==> src/rtl/fib_run_ctrl.sv <==
// fib_run_ctrl: benchmark sequencer for the Fibonacci core.
// Holds the core in reset until a debounced button press. It then releases the
// core and counts RUN cycles until core_result equals EXPECTED, or aborts the
// run after TIMEOUT_CYCLES. It also keeps best-run and completed-run statistics.
//
// Ports:
//   clk          system clock, all logic on posedge
//   reset_n      asynchronous active-low reset
//   start_btn_n  raw active-low push button, asynchronous to clk
//   core_result  result word from the Fibonacci core
//   core_reset   active-high reset to the core (registered)
//   cycles       cycle count of the current or most recent run (registered)
//   best_cycles  minimum cycles over completed runs (registered)
//   run_count    number of completed runs, saturating at 255 (registered)
//   busy         high in HOLD and RUN (registered)
//   done         high in DONE (registered)
//   timeout      high in TIMEOUT (registered)
module fib_run_ctrl #(
    parameter logic [31:0] EXPECTED        = 32'd267914296,
    parameter int unsigned DEBOUNCE_CYCLES = 500000,
    parameter int unsigned CORE_RST_CYCLES = 4,
    parameter logic [31:0] TIMEOUT_CYCLES  = 32'd1000000000
) (
    input  logic        clk,
    input  logic        reset_n,
    input  logic        start_btn_n,
    input  logic [31:0] core_result,
    output logic        core_reset,
    output logic [31:0] cycles,
    output logic [31:0] best_cycles,
    output logic [7:0]  run_count,
    output logic        busy,
    output logic        done,
    output logic        timeout
);

    localparam int unsigned DB_W = (DEBOUNCE_CYCLES > 1) ? $clog2(DEBOUNCE_CYCLES) : 1;
    localparam int unsigned HD_W = (CORE_RST_CYCLES > 1) ? $clog2(CORE_RST_CYCLES) : 1;

    typedef enum logic [2:0] {
        ST_IDLE,
        ST_HOLD,
        ST_RUN,
        ST_DONE,
        ST_TIMEOUT
    } state_e;

    state_e            state_q, state_d;
    logic              sync1_q, sync2_q;
    logic              db_q, db_d;
    logic [DB_W-1:0]   db_cnt_q, db_cnt_d;
    logic [HD_W-1:0]   hold_cnt_q, hold_cnt_d;
    logic              core_reset_q, core_reset_d;
    logic [31:0]       cycles_q, cycles_d;
    logic [31:0]       best_q, best_d;
    logic [7:0]        run_count_q, run_count_d;
    logic              busy_q, busy_d;
    logic              done_q, done_d;
    logic              timeout_q, timeout_d;
    logic              press_c;
    logic              match_c;

    // Debounce, press detection, sequencer and output next-state logic
    always_comb begin
        state_d      = state_q;
        db_d         = db_q;
        db_cnt_d     = db_cnt_q;
        hold_cnt_d   = hold_cnt_q;
        cycles_d     = cycles_q;
        best_d       = best_q;
        run_count_d  = run_count_q;
        press_c      = 1'b0;
        match_c      = (core_result == EXPECTED);

        // A level is accepted once it has differed from the debounced value
        // for DEBOUNCE_CYCLES consecutive cycles.
        if (sync2_q == db_q) begin
            db_cnt_d = '0;
        end else if (db_cnt_q == DB_W'(DEBOUNCE_CYCLES - 1)) begin
            db_d     = sync2_q;
            db_cnt_d = '0;
        end else begin
            db_cnt_d = db_cnt_q + DB_W'(1);
        end

        // Only the falling edge of the debounced level counts as a press
        press_c = db_q & ~db_d;

        case (state_q)
            ST_IDLE, ST_DONE, ST_TIMEOUT: begin
                if (press_c) begin
                    state_d    = ST_HOLD;
                    cycles_d   = '0;
                    hold_cnt_d = HD_W'(CORE_RST_CYCLES - 1);
                end
            end
            ST_HOLD: begin
                if (hold_cnt_q == '0) begin
                    state_d = ST_RUN;
                end else begin
                    hold_cnt_d = hold_cnt_q - HD_W'(1);
                end
            end
            ST_RUN: begin
                // Match has priority over timeout on the same cycle
                if (match_c) begin
                    state_d     = ST_DONE;
                    best_d      = (cycles_q < best_q) ? cycles_q : best_q;
                    run_count_d = (run_count_q == 8'hFF) ? run_count_q : run_count_q + 8'd1;
                end else if (cycles_q == TIMEOUT_CYCLES - 32'd1) begin
                    state_d  = ST_TIMEOUT;
                    cycles_d = cycles_q + 32'd1;
                end else begin
                    cycles_d = cycles_q + 32'd1;
                end
            end
            default: begin
                state_d = ST_IDLE;
            end
        endcase

        // Status outputs follow the next state so they switch with it
        core_reset_d = (state_d == ST_IDLE) || (state_d == ST_HOLD) || (state_d == ST_TIMEOUT);
        busy_d       = (state_d == ST_HOLD) || (state_d == ST_RUN);
        done_d       = (state_d == ST_DONE);
        timeout_d    = (state_d == ST_TIMEOUT);
    end

    // State and output registers, including the button synchronizer
    always_ff @(posedge clk or negedge reset_n) begin
        if (!reset_n) begin
            state_q      <= ST_IDLE;
            sync1_q      <= 1'b1;
            sync2_q      <= 1'b1;
            db_q         <= 1'b1;
            db_cnt_q     <= '0;
            hold_cnt_q   <= '0;
            core_reset_q <= 1'b1;
            cycles_q     <= '0;
            best_q       <= 32'hFFFF_FFFF;
            run_count_q  <= '0;
            busy_q       <= 1'b0;
            done_q       <= 1'b0;
            timeout_q    <= 1'b0;
        end else begin
            state_q      <= state_d;
            sync1_q      <= start_btn_n;
            sync2_q      <= sync1_q;
            db_q         <= db_d;
            db_cnt_q     <= db_cnt_d;
            hold_cnt_q   <= hold_cnt_d;
            core_reset_q <= core_reset_d;
            cycles_q     <= cycles_d;
            best_q       <= best_d;
            run_count_q  <= run_count_d;
            busy_q       <= busy_d;
            done_q       <= done_d;
            timeout_q    <= timeout_d;
        end
    end

    assign core_reset  = core_reset_q;
    assign cycles      = cycles_q;
    assign best_cycles = best_q;
    assign run_count   = run_count_q;
    assign busy        = busy_q;
    assign done        = done_q;
    assign timeout     = timeout_q;

endmodule

==> config.mk <==
export PLATFORM = sky130hd
export DESIGN_NAME = fib_run_ctrl
export DESIGN_NICKNAME = d
export VERILOG_FILES = /design/src/rtl/fib_run_ctrl.sv
export SDC_FILE = /design/constraint.sdc
export NUM_CORES = 1
export LEC_CHECK = 0
export BUFFER_PORTS_ARGS = -buffer_cell sky130_fd_sc_hd__buf_2
export CAP_MARGIN = 20
export CORE_AREA = 2 2 109 111
export DETAILED_ROUTE_END_ITERATION = 7
export DIE_AREA = 0 0 111 113
export PLACE_DENSITY = 0.76
export SLEW_MARGIN = 0
export SYNTH_ARGS = -nofsm -noshare
export SYNTH_HDL_FRONTEND = slang
export SYNTH_SLANG_ARGS = --single-unit
==> constraint.sdc <==
create_clock -name clk -period 2.5 [get_ports clk]
set_input_delay 0.125 -clock clk [delete_from_list [all_inputs] [get_ports clk]]
set_output_delay 0.125 -clock clk [all_outputs]
set_load 0.005 [all_outputs]
Word level (Yosys, flattened, before mapping)
Index checks and enable logic that the tools add are counted.

Input port bits: 35. Flip-flop bits (word level): 103. Output and inout bits: 76. Logic and storage cells: 65.

Equal/unequal tests: 16. Bitwise gates (word level): 3. $lt $le $gt $ge: 1. Multiplexer cells: 15. Add/sub/neg operators: 4. Reduce and logical (&&, ||, !) cells: 13.

Operators by type and width (number): $mux 32 (2); $pmux 32 s2 (1); $mux 19 (2); $add 32x1->32 const B (1); $eq 32x28->1 const B (1); $eq 32x30->1 const B (1); $lt 32x32->1 (1); $add 19x1->19 const B (1); $eq 19x19->1 const B (1); $eq 3x2->1 const B (4); $mux 3 (4); $reduce_and 3->1 (4); $pmux 3 s3 (1); $add 8x1->8 const B (1); $eq 8x8->1 const B (1); $eq 3x1->1 const B (2); $eq 3x3->1 const B (2); $logic_not 3->1 (2); $ne 2x2->1 const B (3); $mux 2 (2); $pmux 2 s2 (1); $reduce_bool 2->1 (2); $logic_or 1x1->1 (3); $reduce_or 3->1 (1); other kinds (6) (8).

Longest topological paths before layout
Gate-level depths: netlist of run 1.

Depth after elaboration: 10. Mapped depth: 11. Gate-level depth less buffers: 9.

Least setup slack after synthesis of run 1
Ideal clock, no wire load.

Path kind: register -> register. Start point: reg db_cnt_q[0]. End point: reg cycles_q[20], in the netlist cycles[20]. Buffers on the path: 0. Cell stages (with the launch flop): 9. Clock period less this slack: 2508 ps. Arrival: 2430 ps. Path slack: -8 ps. Path through: dfrtp_1 ha_1 and3_1 nand4_2 or4_4 a311oi_4 nand2_1 or3_1 a21oi_1.

Word-level cells in the longest chain between the ends: 7.

RTL lines: start, declared (RTL line 51) `logic [DB_W-1:0] db_cnt_q, db_cnt_d;`; start signal, assigned (RTL line 150) `db_cnt_q <= db_cnt_d;`; $eq 19x19->1 (RTL line 79) `end else if (db_cnt_q == DB_W'(DEBOUNCE_CYCLES - 1)) begin`; $mux 1 (RTL line 79); $mux 1 (RTL line 77) `if (sync2_q == db_q) begin`; $not 1->1 (RTL line 87) `press_c = db_q & ~db_d;`; $and 1x1->1 (RTL line 87); $ne 2x2->1 (no source line); $reduce_and 3->1 (no source line); end signal, assigned (RTL line 153) `cycles_q <= cycles_d;`; end, declared (RTL line 54) `logic [31:0] cycles_q, cycles_d;`.

Every way passes these cells. A chain may end at the register's enable or synchronous reset.

Worst setup path after layout of run 1
Ends and elaborated chain as after synthesis.

==> metrics, run 1 <==
full die area=0.0125 mm2; Final WS setup=0.00244 ns; Slew headroom=59.6%; crit-path leading delay family=simple AND/OR/NAND/NOR gates; Core ar.=0.0113 mm2; minimum hold slack=0.290 ns; die width=111 um; Critical Path RT=2.78 ns; drt wl/cell=16.8 um; top sig layer=met4; Reg2Reg Depth=9; synth unique cells=52; Setup crit start kind=flop; synthesized instance count=548; mapped cell area=0.00560 mm2; Setup CP Type=reg -> reg; fin util=66.0%; antenna violations before repair=0; syn avg cell area=10.2 um2; final setup vio count=0; Setup TNS=0 ns; vias in the first global route=5,187; detailed placement HPWL=10,500 um; routed wl met3=838 um; Die Ht=113 um; worst skew pair latency=0.36 ns; outcome=completed; row count=39; layout cells sized above 1=40.7%; GRT Residual Overflow=0; Final Net Count=807; Bufs and invs on worst path=1; Reg2Reg Capture Point=cycles[20]; simple-gate portion of the synthesized area=19.9%; Layout area overhead=32.8%; Post-synth EDFFs=0; Crit. Startpoint=db_cnt_q[0]; Worst Skew=0.0116 ns; most common cell in the netlist=dfrtp_1; PortBufs=110; mux share of post-synthesis cell area=6.99%; WP data arrival=2.77 ns; largest family of logic cells by synthesized area=simple AND/OR/NAND/NOR gates; Final GP Congestion=0.872; crit share post-route=99.9%; P per Cell Area=443 mW/mm2; worst path cell trace=ha_2 -> and3_4 -> nand4_4 -> or4_4 -> a311oi_4 -> buf_4 -> nand2_1 -> or3_1 -> a21oi_1; Synth Area in XOR/XNOR=6.41%; GRT Util Overall=23.9%; CTS Buffer Depth=2; Syn Nets=618; Vias=4,964; largest area contributor in the netlist=dfrtp_1; # IOs=111; CTS tree=done; Slew Viols, Final=0; Antenna Violating Nets Remaining=0; Register-to-Register Setup Slack=0.002 ns; Commonest cells post-synth=dfrtp_1 (67), nor2_1 (59), inv_1 (40); largest net degree at the start of global routing=38; Max-Cap Viols=0; crit path capture type=flop; total CTS buffers=9; sequential share of the synthesized area=46.8%; pre-CTS setup slack=-0.260 ns; unrepaired setup endpoints after global routing=true; Critical Path Fanout Max=4; Root Driver=clkbuf_16; final WL=14,800 um; Synth Area in Adders=7.81%; DR vias/cell=5.61; CP max stage delay=0.47 ns; met2 wire len=7540 um; share of the synthesized area in the top cell type=29.9%; drt drc=0; Compound-Gate Fraction of Synth Area=8.51%; Async SR Flop Fraction=100%; # diodes=0; top post-synthesis cells by area=dfrtp_1 (30%), dfstp_2 (17%), ha_1 (7.8%), mux2_2 (6.6%), nor2_1 (4.0%); maximum vdd ir drop=0.358 mV; DRT iter0 DRCs=256; minimum clock period=2.50 ns; Pleak=3.44 nW; Syn. warnings=0; CP max stage cell=or4_4; Sink Count=103; Hold Path Class=in -> async; CTS clk-pin slew, worst paths=0.07 ns; Post-synth top flop=dfrtp_1; FILL cells=850; CTS H-tree lvls=3; Final Hold Viols=0; first-pass GRT wire length=24,300 um; DRT Pass-1 Iters=4; post-synthesis sequential element count=103; Max Clk Rate=0.400 GHz; Worst-Margin Slew=0.601 ns; FF-to-FF Start=db_cnt_q[0]; Initial Util=49.7%; met1 wire length=6160 um
state kept, by name, summed over array words and instances (netlist names):
| name | count |
|---|---|
| best_cycles | 32 |
| busy | 1 |
| core_reset | 1 |
| cycles | 32 |
| db_cnt_q | 19 |
| db_q | 1 |
| done | 1 |
| hold_cnt_q | 2 |
| run_count | 8 |
| state_q | 3 |
| sync1_q | 1 |
| sync2_q | 1 |
| timeout | 1 |
layout make-up:
cell class	instances	area [um2]	area share, %
Multi-Input combinational cell	393	2950	39.7
Sequential cell	103	2620	35.2
Timing Repair Buffer	190	1220	16.3
Clock buffer	11	243	3.26
Tap cell	143	179	2.40
Inverter	40	150	2.02
Clock inverter	5	81.3	1.09
layout by cell type, fill, tap and decap left out, types with 22 or more instances in the layout:
| cell | n |
|---|---|
| o21ai_0 | 25 |
| dfstp_2 | 36 |
| mux2_2 | 33 |
| nor2_1 | 58 |
| dfrtp_1 | 67 |
| buf_4 | 74 |
| buf_2 | 109 |
| nand2_1 | 31 |
| nand3_1 | 22 |
| ha_1 | 28 |
| inv_1 | 40 |
routing by layer:
metal | up-vias | global-route usage, %
met2 | 186 | 41.8
met5 | - | 0
met3 | 29 | 4.28
met1 | 2422 | 29.4
met4 | 0 | 9.58
li1 | 2327 | -
timing repair:
item,4_1_cts,5_1_grt
hold buffers,2,0
buffers inserted,5,4
hold endpoints to repair,17,0
gates cloned,1,1
setup endpoints to repair,38,49
pin swaps,10,20
resized for setup,16,16
power breakdown:
| group | leakage, nW | switching (mW) | internal [mW] |
|---|---|---|---|
| sequential | 1.24 | 0.00452 | 1.68 |
| clock | 0.156 | 0.627 | 0.906 |
| combinational | 2.04 | 0.0524 | 0.0363 |
worst max-delay path by stage:
stage / to / slack [ns] / cells past startpoint
2_1_floorplan: best_cycles[0] / 0.02 / 10
3_3_place_gp: best_cycles[7] / -0.15 / 9
3_5_place_dp: best_cycles[8] / -0.26 / 9
4_1_cts: cycles[28] / -0.04 / 7
5_1_grt: cycles[25] / -0.13 / 8
6_report: cycles[20] / 0.002 / 9
metrics by stage:
stage | power, mW | instances | area (um2)
3_5_place_dp | 1.79 | 857 | 6810
5_1_grt | 3.41 | 885 | 7440
3_3_place_gp | 1.79 | 857 | 6810
2_1_floorplan | 1.72 | 548 | 5600
4_1_cts | 3.33 | 881 | 7280
6_report | 3.30 | 885 | 7440
kinds of logic (layout without fill, tap and decap cells):
group	Yosys count	in the layout
AO/OA/AOI/OAI	75	75
XOR/XNOR	41	41
adder cells (fa/ha/maj)	35	35
buffers and inverters	52	246
flip-flops	103	103
multiplexers	35	35
AND/OR/NAND/NOR	207	207
(Power assumes the default switching activity.)
==> run 2: changes to the inputs <==
Settings changed: CELL_PAD_IN_SITES_DETAIL_PLACEMENT from default to 1, CELL_PAD_IN_SITES_GLOBAL_PLACEMENT from default to 1, CORE_AREA 2 2 109 111 to 2 2 123 125, DIE_AREA 0 0 111 113 to 0 0 125 127, PLACE_DENSITY 0.76 to default, PLACE_DENSITY_LB_ADDON from default to 0.1.
==> run 2 against run 1 <==
Net effect: the run now ends with negative setup slack left; total power shrank 3.4%; via count shrank 1.7%; sequential power is essentially flat; clock power shrank 7%; combinational power shrank 0.5%; die area grew 27%; count of clock-buffer cells in the layout grew 1; maximum frequency shrank 0.66%; largest power group unchanged; non-clock buffer count grew 11; critical endpoint is now best_cycles[30]; first-iteration DRC count shrank 47%; critical path depth is the same; register-to-register slack lost 0.02 ns.
==> metrics, run 2 (synthesis gave the netlist of run 1 again) <==
outcome=complete, but fails checks; violated checks=negative setup slack; clock network power share=44.6% (-1.8 points); WP data arrival=2.79 ns (+0.02 ns); Reg2Reg Capture Point=best_cycles[30]; CTS clk-pin slew, worst paths=0.08 ns (about the same); minimum hold slack=0.215 ns (-0.0754 ns); antenna violations before repair=0 (unchanged); Worst setup endpoint=best_cycles[30]; final WL=16,600 um (+12%); sequential power share=52.6% (+1.7 points); vias in the first global route=5,231 (+0.85%); Logic pwr share=2.8% (about the same); Register-to-Register Setup Slack=-0.01 ns (-0.02 ns); largest net degree at the start of global routing=63 (+66%); Final GP Congestion=0.829 (-5.0%); Slew headroom=55.5% (-4.2 points); worst skew pair latency=0.36 ns (about the same); Sink Count=103 (unchanged); Slew Viols, Final=0 (unchanged); final setup vio count=8 (+8); Critical Path Fanout Max=8 (+4); crit share post-route=101% (+0.66 points); Worst Skew=0.0149 ns (+0.00335 ns); Core ar.=0.0144 mm2 (+28%); Max-Cap Viols=0 (unchanged); fin util=53.5% (-13 points); maximum vdd ir drop=0.289 mV (-19%); Initial Util=38.9% (-11 points); drt drc=0 (unchanged); leading cell type in the layout, fill and taps excluded=buf_2; Reg2Reg Depth=9 (unchanged); first-pass GRT wire length=26,700 um (+10%); most frequent cells in the layout=buf_2 (109), buf_4 (82), dfrtp_1 (67), nor2_1 (57), inv_1 (38); Setup CP Type=reg -> reg; detailed placement HPWL=12,300 um (+17%); FF-to-FF Start=best_cycles[29]; layout cells sized above 1=42.4% (+1.7 points); crit path capture type=flop; GRT Residual Overflow=0 (unchanged); DRT iter0 DRCs=136 (-47%); Crit. Startpoint=best_cycles[29]; # IOs=111 (unchanged); internal power=2.51 mW (-4.0%); GRT Util Overall=21.0% (-2.8 points); Pleak=3.54 nW (+2.9%); DR vias/cell=5.21 (-7.1%); switch share=21.2% (+0.48 points); Die Ht=127 um (+12%); Worst-Margin Slew=0.663 ns (+0.0618 ns); CTS tree=done; unrepaired setup endpoints after global routing=true; Root Driver=clkbuf_16; Hold Path Class=in -> async; Final Net Count=818 (+1.4%); switching pwr=0.676 mW (-1.1%); worst path cell trace=inv_2 -> ha_4 -> a21o_1 -> a21o_1 -> a2111oi_4 -> buf_4 -> and3_4 -> buf_12 -> mux2_4; CTS Buffer Depth=2 (unchanged); PortBufs=110 (unchanged); total CTS buffers=9 (unchanged); Layout area overhead=37.7%; Final WS setup=-0.0142 ns (-0.0166 ns); cell mode on critical path=a21o_1; die width=125 um (+13%); P per Cell Area=413 mW/mm2 (-6.8%); CP max stage cell=dfstp_2; drt wl/cell=17.7 um (+5.8%); # diodes=0 (unchanged); Final Hold Viols=0 (unchanged); Vias=4,880 (-1.7%); minimum clock period=2.51 ns (+0.0166 ns); Max Clk Rate=0.398 GHz (-0.66%); CP max stage delay=0.54 ns (+0.07 ns); total chip power=3.19 mW (-3.4%); DRT Pass-1 Iters=4 (unchanged); FILL cells=1,617 (+90%); row count=44 (+13%); pre-CTS setup slack=-0.475 ns (-0.215 ns); Setup crit start kind=flop; CTS H-tree lvls=3 (unchanged); full die area=0.0159 mm2 (+27%); Critical Path RT=2.78 ns (about the same); Antenna Violating Nets Remaining=0 (unchanged)
-- run 2: cell count changes in the layout (fill, tap and decap cells not counted), sizes merged --
cell,delta
buf,+11
bufinv,-1
clkbuf,+1
-- run 2: worst min path at each step --
stage / endpoint / slack, ns
final: cycles[18] / 0.21
after detailed placement: cycles[18] / 0.06
after CTS: cycles[18] / 0.22
after floorplan: busy / -0.17
after global placement: cycles[18] / 0.06
after global routing: cycles[13] / 0.24
-- run 2: per-layer routing --
metal / part of all wire, % / routed length, um / track usage (%)
met3: 3.6 / 591 / 3.77
met4: 2.1 / 350 / 7.65
met5: 0 / 0 / 0
met2: 50 / 8370 / 36.5
met1: 44 / 7310 / 26.4
-- run 2: timing repair --
action / 4_1_cts / 5_1_grt
setup buffers: 6 / 1
hold buffers: 2 / 0
endpoints found under the hold margin: 23 / 0
pin swaps: 16 / 7
setup endpoints to repair: 42 / 55
resized for setup: 42 / 36
cloned: 2 / 1
-- run 2: area by class of cell --
cell class	instances	area, um2	share of cell area [%]
sequential	103	2620	34.0
clock inverter	4	47.5	0.616
tap	184	230	2.98
inverter	40	150	1.95
timing repair buffer	201	1340	17.3
multi-input combinational	393	3080	39.9
clock buffer	12	246	3.19
-- run 2: critical path: cells and delay by family (launching register included) --
family                   cells  cell delay (ns)
buffers and inverters        3             0.38
AND/OR/NAND/NOR              1             0.30
multiplexers                 1             0.31
adder cells (fa/ha/maj)      1             0.20
AO/OA/AOI/OAI                3             0.70
flip-flops                   1             0.54
-- run 2: through the flow --
step	instances	TNS, ns	instance area, um2
2_1_floorplan	548	0	5600
3_3_place_gp	912	-14.22	7000
3_5_place_dp	912	-14.94	7000
4_1_cts	938	-0.494	7610
5_1_grt	937	-3.26	7720
6_report	937	-0.0590	7720
-- run 2: power by group through the flow --
stage                     Clock [mW]  Sequential, mW  Combinational, mW
after CTS                       1.47            1.68             0.0921
after global routing            1.54            1.68              0.100
after detailed placement           0            1.71             0.0894
after floorplan                    0            1.71             0.0153
final                           1.42            1.68             0.0883
after global placement             0            1.71             0.0854
